[src/rtl/toggle_event_counter_if.sv]
// Handshake and result bundle between a toggle_event_counter and its consumer.
// The master side drives q_in, start and ack. The slave side returns status and the result.
interface toggle_event_counter_if #(
    parameter int CNT_W = 8
);
    logic             q_in;
    logic             start;
    logic             ack;
    logic             busy;
    logic             valid;
    logic [CNT_W-1:0] count;
    logic             overflow;

    modport master (
        output q_in, start, ack,
        input  busy, valid, count, overflow
    );

    modport slave (
        input  q_in, start, ack,
        output busy, valid, count, overflow
    );
endinterface

[src/rtl/toggle_event_counter.sv]
// Counts toggles of an asynchronous latch output q over a fixed window of clk cycles.
// The result is handed to the consumer through a valid/ack handshake.
module toggle_event_counter #(
    parameter int SYNC_STAGES = 2,
    parameter int CNT_W       = 8,
    parameter int WINDOW      = 16
) (
    input  logic                    clk,
    input  logic                    reset,
    toggle_event_counter_if.slave   bus
);
    localparam int TIMER_W = $clog2(WINDOW);

    typedef enum logic [1:0] {
        IDLE  = 2'd0,
        COUNT = 2'd1,
        DONE  = 2'd2
    } state_t;

    state_t                 state_r;
    logic [SYNC_STAGES-1:0] sync_r;
    logic                   q_s;
    logic                   q_s_d_r;
    logic                   edge_s;
    logic [TIMER_W-1:0]     timer_r;
    logic [CNT_W-1:0]       count_r;
    logic                   overflow_r;
    logic                   busy_r;
    logic                   valid_r;

    // Synchroniser and edge-delay flop. These run in every state, so a level
    // that is already present at start is never seen as a toggle.
    always_ff @(posedge clk or negedge reset) begin
        if (!reset) begin
            sync_r  <= '0;
            q_s_d_r <= 1'b0;
        end else begin
            sync_r  <= {sync_r[SYNC_STAGES-2:0], bus.q_in};
            q_s_d_r <= q_s;
        end
    end

    assign q_s    = sync_r[SYNC_STAGES-1];
    assign edge_s = q_s ^ q_s_d_r;

    // Measurement FSM. busy and valid are registered alongside the state.
    always_ff @(posedge clk or negedge reset) begin
        if (!reset) begin
            state_r    <= IDLE;
            timer_r    <= '0;
            count_r    <= '0;
            overflow_r <= 1'b0;
            busy_r     <= 1'b0;
            valid_r    <= 1'b0;
        end else begin
            case (state_r)
                IDLE: begin
                    if (bus.start) begin
                        state_r    <= COUNT;
                        busy_r     <= 1'b1;
                        count_r    <= '0;
                        overflow_r <= 1'b0;
                        timer_r    <= '0;
                    end
                end
                COUNT: begin
                    timer_r <= timer_r + TIMER_W'(1);
                    if (edge_s) begin
                        if (&count_r) begin
                            overflow_r <= 1'b1;
                        end else begin
                            count_r <= count_r + CNT_W'(1);
                        end
                    end
                    // An edge on this final cycle is still counted above.
                    if (timer_r == TIMER_W'(WINDOW - 1)) begin
                        state_r <= DONE;
                        busy_r  <= 1'b0;
                        valid_r <= 1'b1;
                    end
                end
                DONE: begin
                    if (bus.ack) begin
                        state_r <= IDLE;
                        valid_r <= 1'b0;
                    end
                end
                default: begin
                    state_r <= IDLE;
                    busy_r  <= 1'b0;
                    valid_r <= 1'b0;
                end
            endcase
        end
    end

    assign bus.busy     = busy_r;
    assign bus.valid    = valid_r;
    assign bus.count    = count_r;
    assign bus.overflow = overflow_r;
endmodule
[src/flat_wrapper.sv]
// flat-port wrapper written by rule: the top's interface ports become plain ports
module toggle_event_counter_flat 
#(
    parameter int SYNC_STAGES = 2,
    parameter int CNT_W       = 8,
    parameter int WINDOW      = 16
)
  (clk, reset, bus_q_in, bus_start, bus_ack, bus_busy, bus_valid, bus_count, bus_overflow);
  toggle_event_counter_if #(.CNT_W(CNT_W)) bus_i ();
  input  logic clk;
  input  logic reset;
  input wire logic [$bits(bus_i.q_in)-1:0] bus_q_in;
  input wire logic [$bits(bus_i.start)-1:0] bus_start;
  input wire logic [$bits(bus_i.ack)-1:0] bus_ack;
  output wire logic [$bits(bus_i.busy)-1:0] bus_busy;
  output wire logic [$bits(bus_i.valid)-1:0] bus_valid;
  output wire logic [$bits(bus_i.count)-1:0] bus_count;
  output wire logic [$bits(bus_i.overflow)-1:0] bus_overflow;
  assign bus_i.q_in = bus_q_in;
  assign bus_i.start = bus_start;
  assign bus_i.ack = bus_ack;
  assign bus_busy = bus_i.busy;
  assign bus_valid = bus_i.valid;
  assign bus_count = bus_i.count;
  assign bus_overflow = bus_i.overflow;
  toggle_event_counter #(.SYNC_STAGES(SYNC_STAGES), .CNT_W(CNT_W), .WINDOW(WINDOW)) u_core (.clk(clk), .reset(reset), .bus(bus_i));
endmodule
[config.mk]
export PLATFORM = sky130hd
export DESIGN_NAME = toggle_event_counter_flat
export DESIGN_NICKNAME = d
export VERILOG_FILES = /design/src/rtl/toggle_event_counter_if.sv /design/src/rtl/toggle_event_counter.sv /design/src/flat_wrapper.sv
export SDC_FILE = /design/constraint.sdc
export NUM_CORES = 1
export LEC_CHECK = 0
export ABC_AREA = 1
export ABC_CLOCK_PERIOD_IN_PS = 3650
export CAP_MARGIN = 40
export CORE_MARGIN = 8
export CORE_UTILIZATION = 43
export DETAILED_ROUTE_END_ITERATION = 6
export DONT_BUFFER_PORTS = 1
export GPL_TIMING_DRIVEN = 0
export PLACE_DENSITY_LB_ADDON = 0.05
export SYNTH_ARGS = -nofsm -noshare
export SYNTH_HDL_FRONTEND = slang
export SYNTH_SLANG_ARGS = --single-unit
[constraint.sdc]
create_clock -name clk -period 3.65 [get_ports clk]
set_clock_uncertainty 0.05 [all_clocks]
set_input_delay 0.5475 -clock clk [delete_from_list [all_inputs] [get_ports clk]]
set_output_delay 0.5475 -clock clk [all_outputs]
set_load 0.05 [all_outputs]
==> metrics.md, run 1 <==
| Metric | Value |
|---|---|
| Initial antenna violation count | `0` |
| CTS HTree Levels | `1` |
| Setup Fix Bufs, Post-CTS | `0` |
| Final instance area | `1180 sq um` |
| Fillcell total | `247` |
| Wire length per cell | `13.0 um` |
| Number of top-level pins | `16` |
| Layout Cells excl Fill | `between 150 and 200` |
| Critical path fanouts, max | `9` |
| Lkg Pwr | `about 0.53 nW` |
| Total gr overflow | `0` |
| Critical path class | `flip-flop to flip-flop` |
| CTS Buf Count | `3` |
| DRC Markers | `0` |
| Placed insts | `149` |
| Antenna Cells | `0` |
| Clk buf depth | `2` |
| Top post-synthesis cells by count | `nand2_1 (36), dfrtp_1 (20), nand3_1 (10), inv_1 (7)` |
| Yosys top cell by area | `dfrtp_1` |
| Nets@finish | `between 100 and 150` |
| Port bufs | `0` |
| FMAX | `about 0.55 GHz` |
| Crit-path leading delay family | `flip-flops` |
| Synth Register Bits | `20` |
| Initial drt markers | `27` |
| Pin count of the biggest net entering global routing | `21` |
| Slew HR | `57.5%` |
| Setup violators final | `0` |
| Die height | `about 66 um` |
| Overall global routing resource usage | `~11%` |
| Fraction of layout instances using a drive strength above 1 | `between 20% and 30%` |
| Synth top area share | `46.3%` |
| CP cell instances | `ha_1, nand2_2, nor2_4, nand3_2, nand3_4, nand2_1, o21ai_0` |
| Detailed Routing Iterations Pass 1 | `4` |
| CTS root buf | `clkbuf_4` |
| Via density | `roughly 5` |
| Largest cells by area after synthesis | `dfrtp_1 (46%), nand2_1 (13%), nand3_1 (4.6%)` |
| Slowest CP cell | `dfrtp_1` |
| Final antenna-violating net count | `0` |
| Clock latency on the worst-skew pair | `about 300 ps` |
| CTS tree | `done` |
| Post-route setup slack | `between 1500 and 2000 ps` |
| Critical path arrival | `around 2000 ps` |
| Max Cap Viol | `0` |
| # clock sinks | `20` |
| WP buf/inv | `0` |
| Post-synth EDFFs | `0` |
| Count of cell types in the netlist | `27` |
| Mapped cell area | `between 1000 and 1500 sq um` |
| Vias in the first global route | `a little over 800` |
| Mapped Cells | `between 100 and 150` |
| Post-synth ARST share | `100%` |
| First-pass GRT wire length | `3810 um` |
| Routed via count | `between 700 and 800` |
| Layout area overhead | `8.80%` |
| Worst-Margin Slew | `around 640 ps` |
| Total negative slack | `0 ps` |
| Final worst path period share | `49.8%` |
| Final hold viol count | `0` |
| Fin crit period | `1820 ps` |
| Syn nets | `126` |
| Hpwl dp | `roughly 1500 um` |
| Required time of the critical path | `between 3000 and 4000 ps` |
| Place WS | `1830 ps` |
| GP Congestion | `0.752` |
| Seq/Total Area, Yosys | `between 40% and 50%` |
| Final WL | `between 2000 and 2500 um` |
| Pwr dens | `about 670 nW/um^2` |
| Synth warn | `0` |
| Largest vdd supply drop | `roughly 0.42 mV` |
| Starting Density | `between 40 and 50%` |
| Clock Pin Slew Worst Setup and Hold Paths | `110 ps` |
| Main synth FF type | `dfrtp_1` |
| Status | `completed` |
| CP endpoint kind | `flip-flop` |
| Avg Cell Area, Syn | `slightly above 9 sq um` |
| Core ar. | `~2400 sq um` |
| Rows | `18` |
| Worst hold slack | `207 ps` |
| Hold crit path type | `input port to flip-flop` |
| RSZ-0062 raised after global routing | `no` |
| CP startpoint kind | `flip-flop` |
| Largest stage delay, worst path | `between 700 and 800 ps` |
| Die area | `about 4400 sq um` |
| Slew Viols, Final | `0` |
| Count leader, synth | `nand2_1` |
| Die W | `roughly 66 um` |
| Area after DPL | `roughly 1100 sq um` |
power breakdown:
group | total [mW] | switching (mW) | internal, mW
Clock | 0.131 | 0.0699 | 0.0609
Sequential | 0.376 | 0.109 | 0.267
Combinational | 0.281 | 0.183 | 0.0983
Total | 0.788 | 0.362 | 0.426
flip-flops by register name, summed over array words and instances (netlist names):
signal	flops
u_core.bus.count	8
u_core.timer_r	4
u_core.state_r	2
u_core.sync_r	2
u_core.bus.busy	1
u_core.bus.overflow	1
u_core.bus.valid	1
u_core.q_s_d_r	1
through the flow:
step                      utilization (%)  total power [mW]
after global placement               46.0             0.655
after detailed placement             46.0             0.660
after floorplan                         -             0.599
final                                48.4             0.788
after global routing                 48.4             0.850
after CTS                            47.9             0.801
routing by layer:
| metal | vias up | part of all wire (%) | global-route usage, % |
|---|---|---|---|
| met5 | - | 0 | 0 |
| met4 | 0 | 1.3 | 5.60 |
| met3 | 4 | 7.2 | 4.58 |
| met2 | 17 | 46 | 18.2 |
| met1 | 355 | 45 | 12.5 |
| li1 | 401 | - | - |
layout make-up:
type                       count  area, sq um  area share (%)
multi-input combinational     87          527            44.8
sequential                    20          500            42.6
inverter                      11         42.5            3.62
tap                           30         37.5            3.19
clock buffer                   4         36.3            3.09
timing repair buffer           2         21.3            1.81
buffer                         1         11.3           0.957
layout by cell type (no fill, tap or decap):
| master | n |
|---|---|
| buf_6 | 2 |
| nor2_1 | 5 |
| nand2_4 | 1 |
| dlygate4sd3_1 | 1 |
| clkbuf_8 | 1 |
| xnor2_1 | 1 |
| nand3_2 | 3 |
| dfrtp_1 | 20 |
| nor2_4 | 2 |
| a21oi_1 | 1 |
| nor2_2 | 2 |
| nand3_1 | 10 |
| o22ai_1 | 1 |
| nand3b_1 | 2 |
| nand2_1 | 36 |
| clkinv_2 | 1 |
| nand4_4 | 1 |
| o21ai_0 | 2 |
| o21ai_4 | 1 |
| nand2_2 | 5 |
| ha_1 | 2 |
| o21ai_1 | 2 |
| xor2_1 | 3 |
| inv_2 | 3 |
| inv_1 | 7 |
| nand3_4 | 1 |
| a21boi_2 | 1 |
| clkbuf_4 | 3 |
| o211ai_1 | 1 |
| o21ai_2 | 4 |
cells by family (layout without fill, tap and decap cells):
| logic type | after synthesis | in the layout | share of synthesized area [%] |
|---|---|---|---|
| buffers and inverters | 12 | 18 | 4.98 |
| AO/OA/AOI/OAI | 13 | 13 | 9.38 |
| adder cells (fa/ha/maj) | 2 | 2 | 2.31 |
| XOR/XNOR | 4 | 4 | 3.24 |
| AND/OR/NAND/NOR | 68 | 68 | 33.8 |
| flip-flops | 20 | 20 | 46.3 |
path summary, 6_finish.rpt:
kind	from	endpoint	slack [ps]	depth (start not counted)
max	u_core.bus.count[1]$_DFFE_PN0P_	u_core.bus.count[0]$_DFFE_PN0P_	1830	7
min	bus_q_in	u_core.sync_r[0]$_DFF_PN0_	210	0
max reg2reg	u_core.bus.count[1]$_DFFE_PN0P_	u_core.bus.count[0]$_DFFE_PN0P_	1830	7
min reg2reg	u_core.sync_r[0]$_DFF_PN0_	u_core.sync_r[1]$_DFF_PN0_	310	0
max in group asynchronous	reset	u_core.state_r[1]$_DFFE_PN0P_	2550	2
min in group asynchronous	reset	u_core.bus.count[5]$_DFFE_PN0P_	550	1
what timing repair did:
item | 4_1_cts | 5_1_grt
endpoints found under the setup margin | 0 | 0
gates resized for setup | 0 | 0
hold buffers | 1 | 0
hold endpoints to repair | 20 | 0
(Power assumes the default switching activity.)
==> run 2, diff against run 1 <==
--- a/config.mk
+++ b/config.mk
@@ -6,7 +6,7 @@
 export NUM_CORES = 1
 export LEC_CHECK = 0
 export ABC_AREA = 1
-export ABC_CLOCK_PERIOD_IN_PS = 3650
+export ABC_CLOCK_PERIOD_IN_PS = 1750
 export CAP_MARGIN = 40
 export CORE_MARGIN = 8
 export CORE_UTILIZATION = 43
==> constraint.sdc (replaced) <==
create_clock -name clk -period 1.75 [get_ports clk]
set_clock_uncertainty 0.05 [all_clocks]
set_input_delay 0.2625 -clock clk [delete_from_list [all_inputs] [get_ports clk]]
set_output_delay 0.2625 -clock clk [all_outputs]
set_load 0.05 [all_outputs]
==> run 2 against run 1 <==
Compared with the run above: die area unchanged; global-route usage up 0.074 points; via count up 0.51%; sequential cell count unchanged; setup slack worse by 1700 ps; worst hold slack worse by 120 ps; non-clock buffer count up 1; largest power group unchanged; final area up 2.4%; combinational power up 110%; power up 110%.
==> metrics.md, run 2 (synthesis results as in run 1) <==
| Metric | Value |
|---|---|
| Initial antenna violation count | `0 (unchanged)` |
| Final Util | `49.5% (+1.2 points)` |
| Worst-Margin Slew | `562 ps (-75.0 ps)` |
| Final antenna-violating net count | `0 (unchanged)` |
| R2r endpoint | `u_core.bus.count[0]$_DFFE_PN0P_` |
| Critical path class | `flip-flop to flip-flop` |
| Comb pwr share | `35.7% (about the same)` |
| Setup Fix Bufs, Post-CTS | `0 (unchanged)` |
| CTS root buf | `clkbuf_4` |
| Most frequent cells in the layout | `nand2_1 (36), dfrtp_1 (15), nand3_1 (10), inv_1 (7)` |
| RSZ-0062 raised after global routing | `no` |
| CTS tree | `done` |
| Hold endpoint | `u_core.state_r[1]$_DFFE_PN0P_` |
| # clock sinks | `20 (unchanged)` |
| Hold crit path type | `input port to flip-flop` |
| Layout area overhead | `11.5%` |
| Vias in the first global route | `825 (+0.61%)` |
| Wire length per cell | `13.1 um (+0.59%)` |
| Rows | `18 (unchanged)` |
| Die W | `66.1 um (unchanged)` |
| Clock latency on the worst-skew pair | `310 ps (about the same)` |
| P_int | `0.898 mW (+110%)` |
| CTS HTree Levels | `1 (unchanged)` |
| Final hold viol count | `0 (unchanged)` |
| Starting Density | `44.4% (unchanged)` |
| Number of top-level pins | `16 (unchanged)` |
| R2r startpoint | `u_core.bus.count[4]$_DFFE_PN0P_` |
| Largest vdd supply drop | `0.890 mV (+110%)` |
| CP cell instances | `nand2_2, nor2_4, nand3_2, nand3_4, nand2_1, o21ai_0` |
| CP endpoint kind | `flip-flop` |
| Die area | `4370 sq um (unchanged)` |
| Worst hold path depth | `2 (+2)` |
| Number of flip-flops under the largest register name | `8 (unchanged)` |
| Max Cap Viol | `0 (unchanged)` |
| DRC Markers | `0 (unchanged)` |
| Pwr dens | `1380 nW/um^2 (+110%)` |
| Worst hold slack | `85.7 ps (-121 ps)` |
| CTS Buf Count | `3 (unchanged)` |
| Total negative slack | `0 ps (unchanged)` |
| Total gr overflow | `0 (unchanged)` |
| Setup violators final | `0 (unchanged)` |
| Post-route setup slack | `174 ps (-1660 ps)` |
| Hpwl dp | `1480 um (unchanged)` |
| Clk buf depth | `2 (unchanged)` |
| Lkg Pwr | `0.521 nW (-1.1%)` |
| Final worst path period share | `90.0% (+40 points)` |
| Initial drt markers | `33 (+22%)` |
| Slew Viols, Final | `0 (unchanged)` |
| R2R Setup Slk | `170 ps (-1660 ps)` |
| Status | `completed` |
| Pin count of the biggest net entering global routing | `21 (unchanged)` |
| Slowest CP cell | `dfrtp_1` |
| First-pass GRT wire length | `3840 um (+0.74%)` |
| Fraction of layout instances using a drive strength above 1 | `29.4% (+4.6 points)` |
| Via density | `5.01 (-0.13%)` |
| Critical path arrival | `1750 ps (-250 ps)` |
| Final WL | `2050 um (+1.2%)` |
| Port bufs | `0 (unchanged)` |
| FMAX | `0.635 GHz (+15%)` |
| Clock Power Share | `16.6% (about the same)` |
| Largest stage delay, worst path | `720 ps (about the same)` |
| Detailed Routing Iterations Pass 1 | `4 (unchanged)` |
| Critical path fanouts, max | `9 (unchanged)` |
| Hold_sp | `bus_ack` |
| Place WS | `-66.1 ps (-1900 ps)` |
| Routed via count | `781 (+0.51%)` |
| Fillcell total | `244 (-1.2%)` |
| Nets@finish | `134 (+0.75%)` |
| Sw Ratio | `46.1% (+0.16 points)` |
| Most common cell after layout, fill and taps aside | `nand2_1` |
| GP Congestion | `0.752 (unchanged)` |
| Overall global routing resource usage | `11.3% (+0.074 points)` |
| CP startpoint kind | `flip-flop` |
| Clock Pin Slew Worst Setup and Hold Paths | `110 ps (about the same)` |
| Antenna Cells | `0 (unchanged)` |
| Slew HR | `62.5% (+5.0 points)` |
| R2R depth | `6 (-1)` |
| Sw power | `0.767 mW (+110%)` |
| Fin crit period | `1580 ps (-242 ps)` |
| Core ar. | `2430 sq um (unchanged)` |
| Sequential share of power | `47.7% (about the same)` |
| Die height | `66.1 um (unchanged)` |
| Required time of the critical path | `1930 ps (-1900 ps)` |
==> run 2: worst max path at each step <==
stage / from / end / slack [ps]
floorplan: u_core.bus.count[1]$_DFFE_PN0P_ / u_core.bus.count[1]$_DFFE_PN0P_ / 90
global placement: u_core.bus.count[1]$_DFFE_PN0P_ / u_core.bus.count[0]$_DFFE_PN0P_ / -50
detailed placement: u_core.bus.count[1]$_DFFE_PN0P_ / u_core.bus.count[0]$_DFFE_PN0P_ / -70
CTS: u_core.bus.count[1]$_DFFE_PN0P_ / u_core.bus.count[0]$_DFFE_PN0P_ / 100
global route: u_core.bus.count[4]$_DFFE_PN0P_ / u_core.bus.count[0]$_DFFE_PN0P_ / 2
finish: u_core.bus.count[4]$_DFFE_PN0P_ / u_core.bus.count[0]$_DFFE_PN0P_ / 170
==> run 2: timing repair <==
action / in CTS / in global routing
hold buffers: 2 / 0
gates resized for setup: 2 / 5
setup endpoints to repair: 9 / 3
endpoints found under the hold margin: 21 / 0
==> run 2: area by class of cell <==
| class | count | area (sq um) | area share, % |
|---|---|---|---|
| Multi-Input combinational cell | 87 | 539 | 44.8 |
| Sequential cell | 20 | 507 | 42.1 |
| Inverter | 11 | 42.5 | 3.53 |
| Tap cell | 30 | 37.5 | 3.12 |
| Clock buffer | 4 | 36.3 | 3.01 |
| Timing Repair Buffer | 3 | 31.3 | 2.60 |
| Buffer | 1 | 11.3 | 0.935 |
==> run 2: per-stage QoR <==
stage,area [sq um],total power [mW],instances
floorplan,1080,1.25,119
global placement,1120,1.37,149
detailed placement,1120,1.38,149
CTS,1180,1.68,155
global route,1200,1.79,156
finish,1200,1.66,156
==> run 2: layer usage <==
| metal | track usage (%) | share of wire, % | wire length (um) |
|---|---|---|---|
| met1 | 12.5 | 45 | 920 |
| met2 | 18.5 | 47 | 952 |
| met3 | 4.58 | 7.1 | 146 |
| met4 | 5.60 | 1.3 | 27 |
| met5 | 0 | 0 | 0 |
==> run 2: power groups by stage <==
stage          Sequential, mW  Clock (mW)  Combinational, mW
6_report                0.794       0.277              0.593
3_3_place_gp            0.796           0              0.571
3_5_place_dp            0.796           0              0.581
2_1_floorplan           0.773           0              0.476
5_1_grt                 0.810       0.298              0.680
4_1_cts                 0.790       0.287              0.598
==> run 2: worst max-delay path: cells and delay by family (launching register included) <==
kind	cells	cell delay, ps
DFF	1	720
and+or+nand+nor	5	650
AOI/OAI and AO/OA	1	80
==> run 3, diff against run 2 <==
--- a/config.mk
+++ b/config.mk
@@ -14,6 +14,7 @@
 export DONT_BUFFER_PORTS = 1
 export GPL_TIMING_DRIVEN = 0
 export PLACE_DENSITY_LB_ADDON = 0.05
+export REMOVE_ABC_BUFFERS = 1
 export SYNTH_ARGS = -nofsm -noshare
 export SYNTH_HDL_FRONTEND = slang
 export SYNTH_SLANG_ARGS = --single-unit
==> run 3 against run 2 <==
Compared with the run above: clock power decreased by 22%; core utilization down 1.0 points; largest cell class unchanged; register-to-register slack lost 30 ps; critical path type unchanged; non-clock buffer count shrank 1; final area shrank 2.1%; global-route usage decreased by 1.3 points; die area is the same; combinational power decreased by 6.7%; final cell count is 1.3% lower.
==> metrics.md, run 3 (synthesis results as in run 1) <==
| Metric | Value |
|---|---|
| Fraction of layout instances using a drive strength above 1 | `25.8% (-3.6 points)` |
| Routed via count | `779 (-0.26%)` |
| R2r startpoint | `u_core.bus.count[3]$_DFFE_PN0P_` |
| CP cell instances | `nand2_2, nor2_4, nand3_2, nand3_4, nand2_1, o21ai_2` |
| Setup violators final | `0 (unchanged)` |
| Pin count of the biggest net entering global routing | `21 (unchanged)` |
| Number of top-level pins | `16 (unchanged)` |
| Clk buf depth | `2 (unchanged)` |
| Critical path arrival | `1790 ps (+40 ps)` |
| Largest vdd supply drop | `0.808 mV (-9.2%)` |
| Final antenna-violating net count | `0 (unchanged)` |
| Most common cell after layout, fill and taps aside | `nand2_1` |
| First-pass GRT wire length | `3460 um (-9.9%)` |
| Hpwl dp | `1470 um (-0.45%)` |
| Slew HR | `56.0% (-6.5 points)` |
| Area after DPL | `1110 sq um (-1.0%)` |
| Hold_sp | `bus_start` |
| CTS tree | `done` |
| Nets@finish | `133 (-0.75%)` |
| Required time of the critical path | `1930 ps (about the same)` |
| R2R Setup Slk | `140 ps (-30 ps)` |
| Most frequent cells in the layout | `nand2_1 (36), dfrtp_1 (18), nand3_1 (10), inv_1 (7)` |
| Via density | `5.06 (+1.0%)` |
| CTS root buf | `clkbuf_4` |
| Initial antenna violation count | `0 (unchanged)` |
| Number of flip-flops under the largest register name | `8 (unchanged)` |
| Pwr dens | `1320 nW/um^2 (-4.2%)` |
| CP startpoint kind | `flip-flop` |
| Critical path fanouts, max | `9 (unchanged)` |
| Setup Fix Bufs, Post-CTS | `0 (unchanged)` |
| Critical path class | `flip-flop to flip-flop` |
| Slew Viols, Final | `0 (unchanged)` |
| Largest stage delay, worst path | `730 ps (about the same)` |
| Clock Pin Slew Worst Setup and Hold Paths | `110 ps (about the same)` |
| R2r endpoint | `u_core.bus.count[2]$_DFFE_PN0P_` |
| # clock sinks | `20 (unchanged)` |
| Die W | `66.1 um (unchanged)` |
| Worst hold path depth | `2 (unchanged)` |
| Core ar. | `2430 sq um (unchanged)` |
| Hold endpoint | `u_core.bus.busy$_DFFE_PN0P_` |
| CP endpoint kind | `flip-flop` |
| CTS Buf Count | `3 (unchanged)` |
| FMAX | `0.622 GHz (-2.0%)` |
| Clock latency on the worst-skew pair | `290 ps (-20 ps)` |
| Layout area overhead | `9.14%` |
| Final instance area | `1180 sq um (-2.1%)` |
| Die area | `4370 sq um (unchanged)` |
| Hold crit path type | `input port to flip-flop` |
| Final worst path period share | `91.9% (+1.9 points)` |
| Port bufs | `0 (unchanged)` |
| Vias in the first global route | `779 (-5.6%)` |
| Starting Density | `44.4% (unchanged)` |
| Detailed Routing Iterations Pass 1 | `3 (-1)` |
| Worst-Margin Slew | `660 ps (+98.2 ps)` |
| Antenna Cells | `0 (unchanged)` |
| Die height | `66.1 um (unchanged)` |
| Overall global routing resource usage | `10.0% (-1.3 points)` |
| Initial drt markers | `42 (+27%)` |
| Lkg Pwr | `0.514 nW (-1.3%)` |
| GP Congestion | `0.721 (-4.1%)` |
| CTS HTree Levels | `1 (unchanged)` |
| Fin crit period | `1610 ps (+32.8 ps)` |
| Final hold viol count | `0 (unchanged)` |
| Status | `completed` |
| Rows | `18 (unchanged)` |
| Max Cap Viol | `0 (unchanged)` |
| R2R depth | `6 (unchanged)` |
| RSZ-0062 raised after global routing | `no` |
| Wire length per cell | `13.0 um (-0.78%)` |
| Total gr overflow | `0 (unchanged)` |
| Final Util | `48.5% (-1.0 points)` |
| Final WL | `2000 um (-2.1%)` |
| DRC Markers | `0 (unchanged)` |
| Slowest CP cell | `dfrtp_1` |
[run 3: how the worst max path moves through the flow]
stage | cells after the start | slack, ps | end | start
final | 6 | 140 | u_core.bus.count[2]$_DFFE_PN0P_ | u_core.bus.count[3]$_DFFE_PN0P_
after detailed placement | 7 | -90 | u_core.bus.count[0]$_DFFE_PN0P_ | u_core.bus.count[1]$_DFFE_PN0P_
after CTS | 7 | 80 | u_core.bus.count[3]$_DFFE_PN0P_ | u_core.bus.count[1]$_DFFE_PN0P_
after global placement | 7 | -70 | u_core.bus.count[0]$_DFFE_PN0P_ | u_core.bus.count[1]$_DFFE_PN0P_
after global routing | 6 | 6 | u_core.bus.count[3]$_DFFE_PN0P_ | u_core.bus.count[3]$_DFFE_PN0P_
after floorplan | 8 | 90 | u_core.bus.count[1]$_DFFE_PN0P_ | u_core.bus.count[1]$_DFFE_PN0P_
[run 3: stage by stage]
stage / total power, mW / setup WS (ps) / hold slack [ps] / std cells / setup TNS (ps)
finish: 1.56 / 141 / 98.4 / 154 / 0
CTS: 1.58 / 83.7 / 85.5 / 153 / 0
global route: 1.68 / 6.13 / 93.5 / 154 / 0
global placement: 1.33 / -67.8 / -82.5 / 148 / -446
detailed placement: 1.34 / -86.0 / -82.5 / 148 / -605
floorplan: 1.22 / 87.1 / -83.1 / 118 / 0
[run 3: worst max-delay path, delay by kind of cell (launching register included)]
family | cells | cell delay, ps
compound gates | 1 | 70
flops | 1 | 730
simple gates | 5 | 680
[run 3: layout make-up]
class                   count  area, sq um
well taps                  30         37.5
clock buffers               3         22.5
flip-flops and latches     20          503
fillers                   225         1250
inverters                  11         42.5
multi-input cells          87          539
repair buffers              3         35.0
[run 3: routing by layer]
layer / GRT usage (%) / wire length, um / vias up
li1: - / - / 397
met1: 11.3 / 886 / 367
met2: 16.9 / 992 / 13
met3: 3.56 / 111 / 2
met4: 4.00 / 13 / 0
met5: 0 / 0 / -
[run 3: power by group]
group	internal, mW	switching [mW]	total, mW
Combinational	0.186	0.366	0.553
Clock	0.0800	0.136	0.216
Sequential	0.560	0.232	0.792
Total	0.826	0.735	1.56
[run 3: repair_timing]
item,in CTS,in global routing
resized for setup,2,2
endpoints found under the hold margin,21,0
hold buffers,2,0
endpoints found under the setup margin,9,6
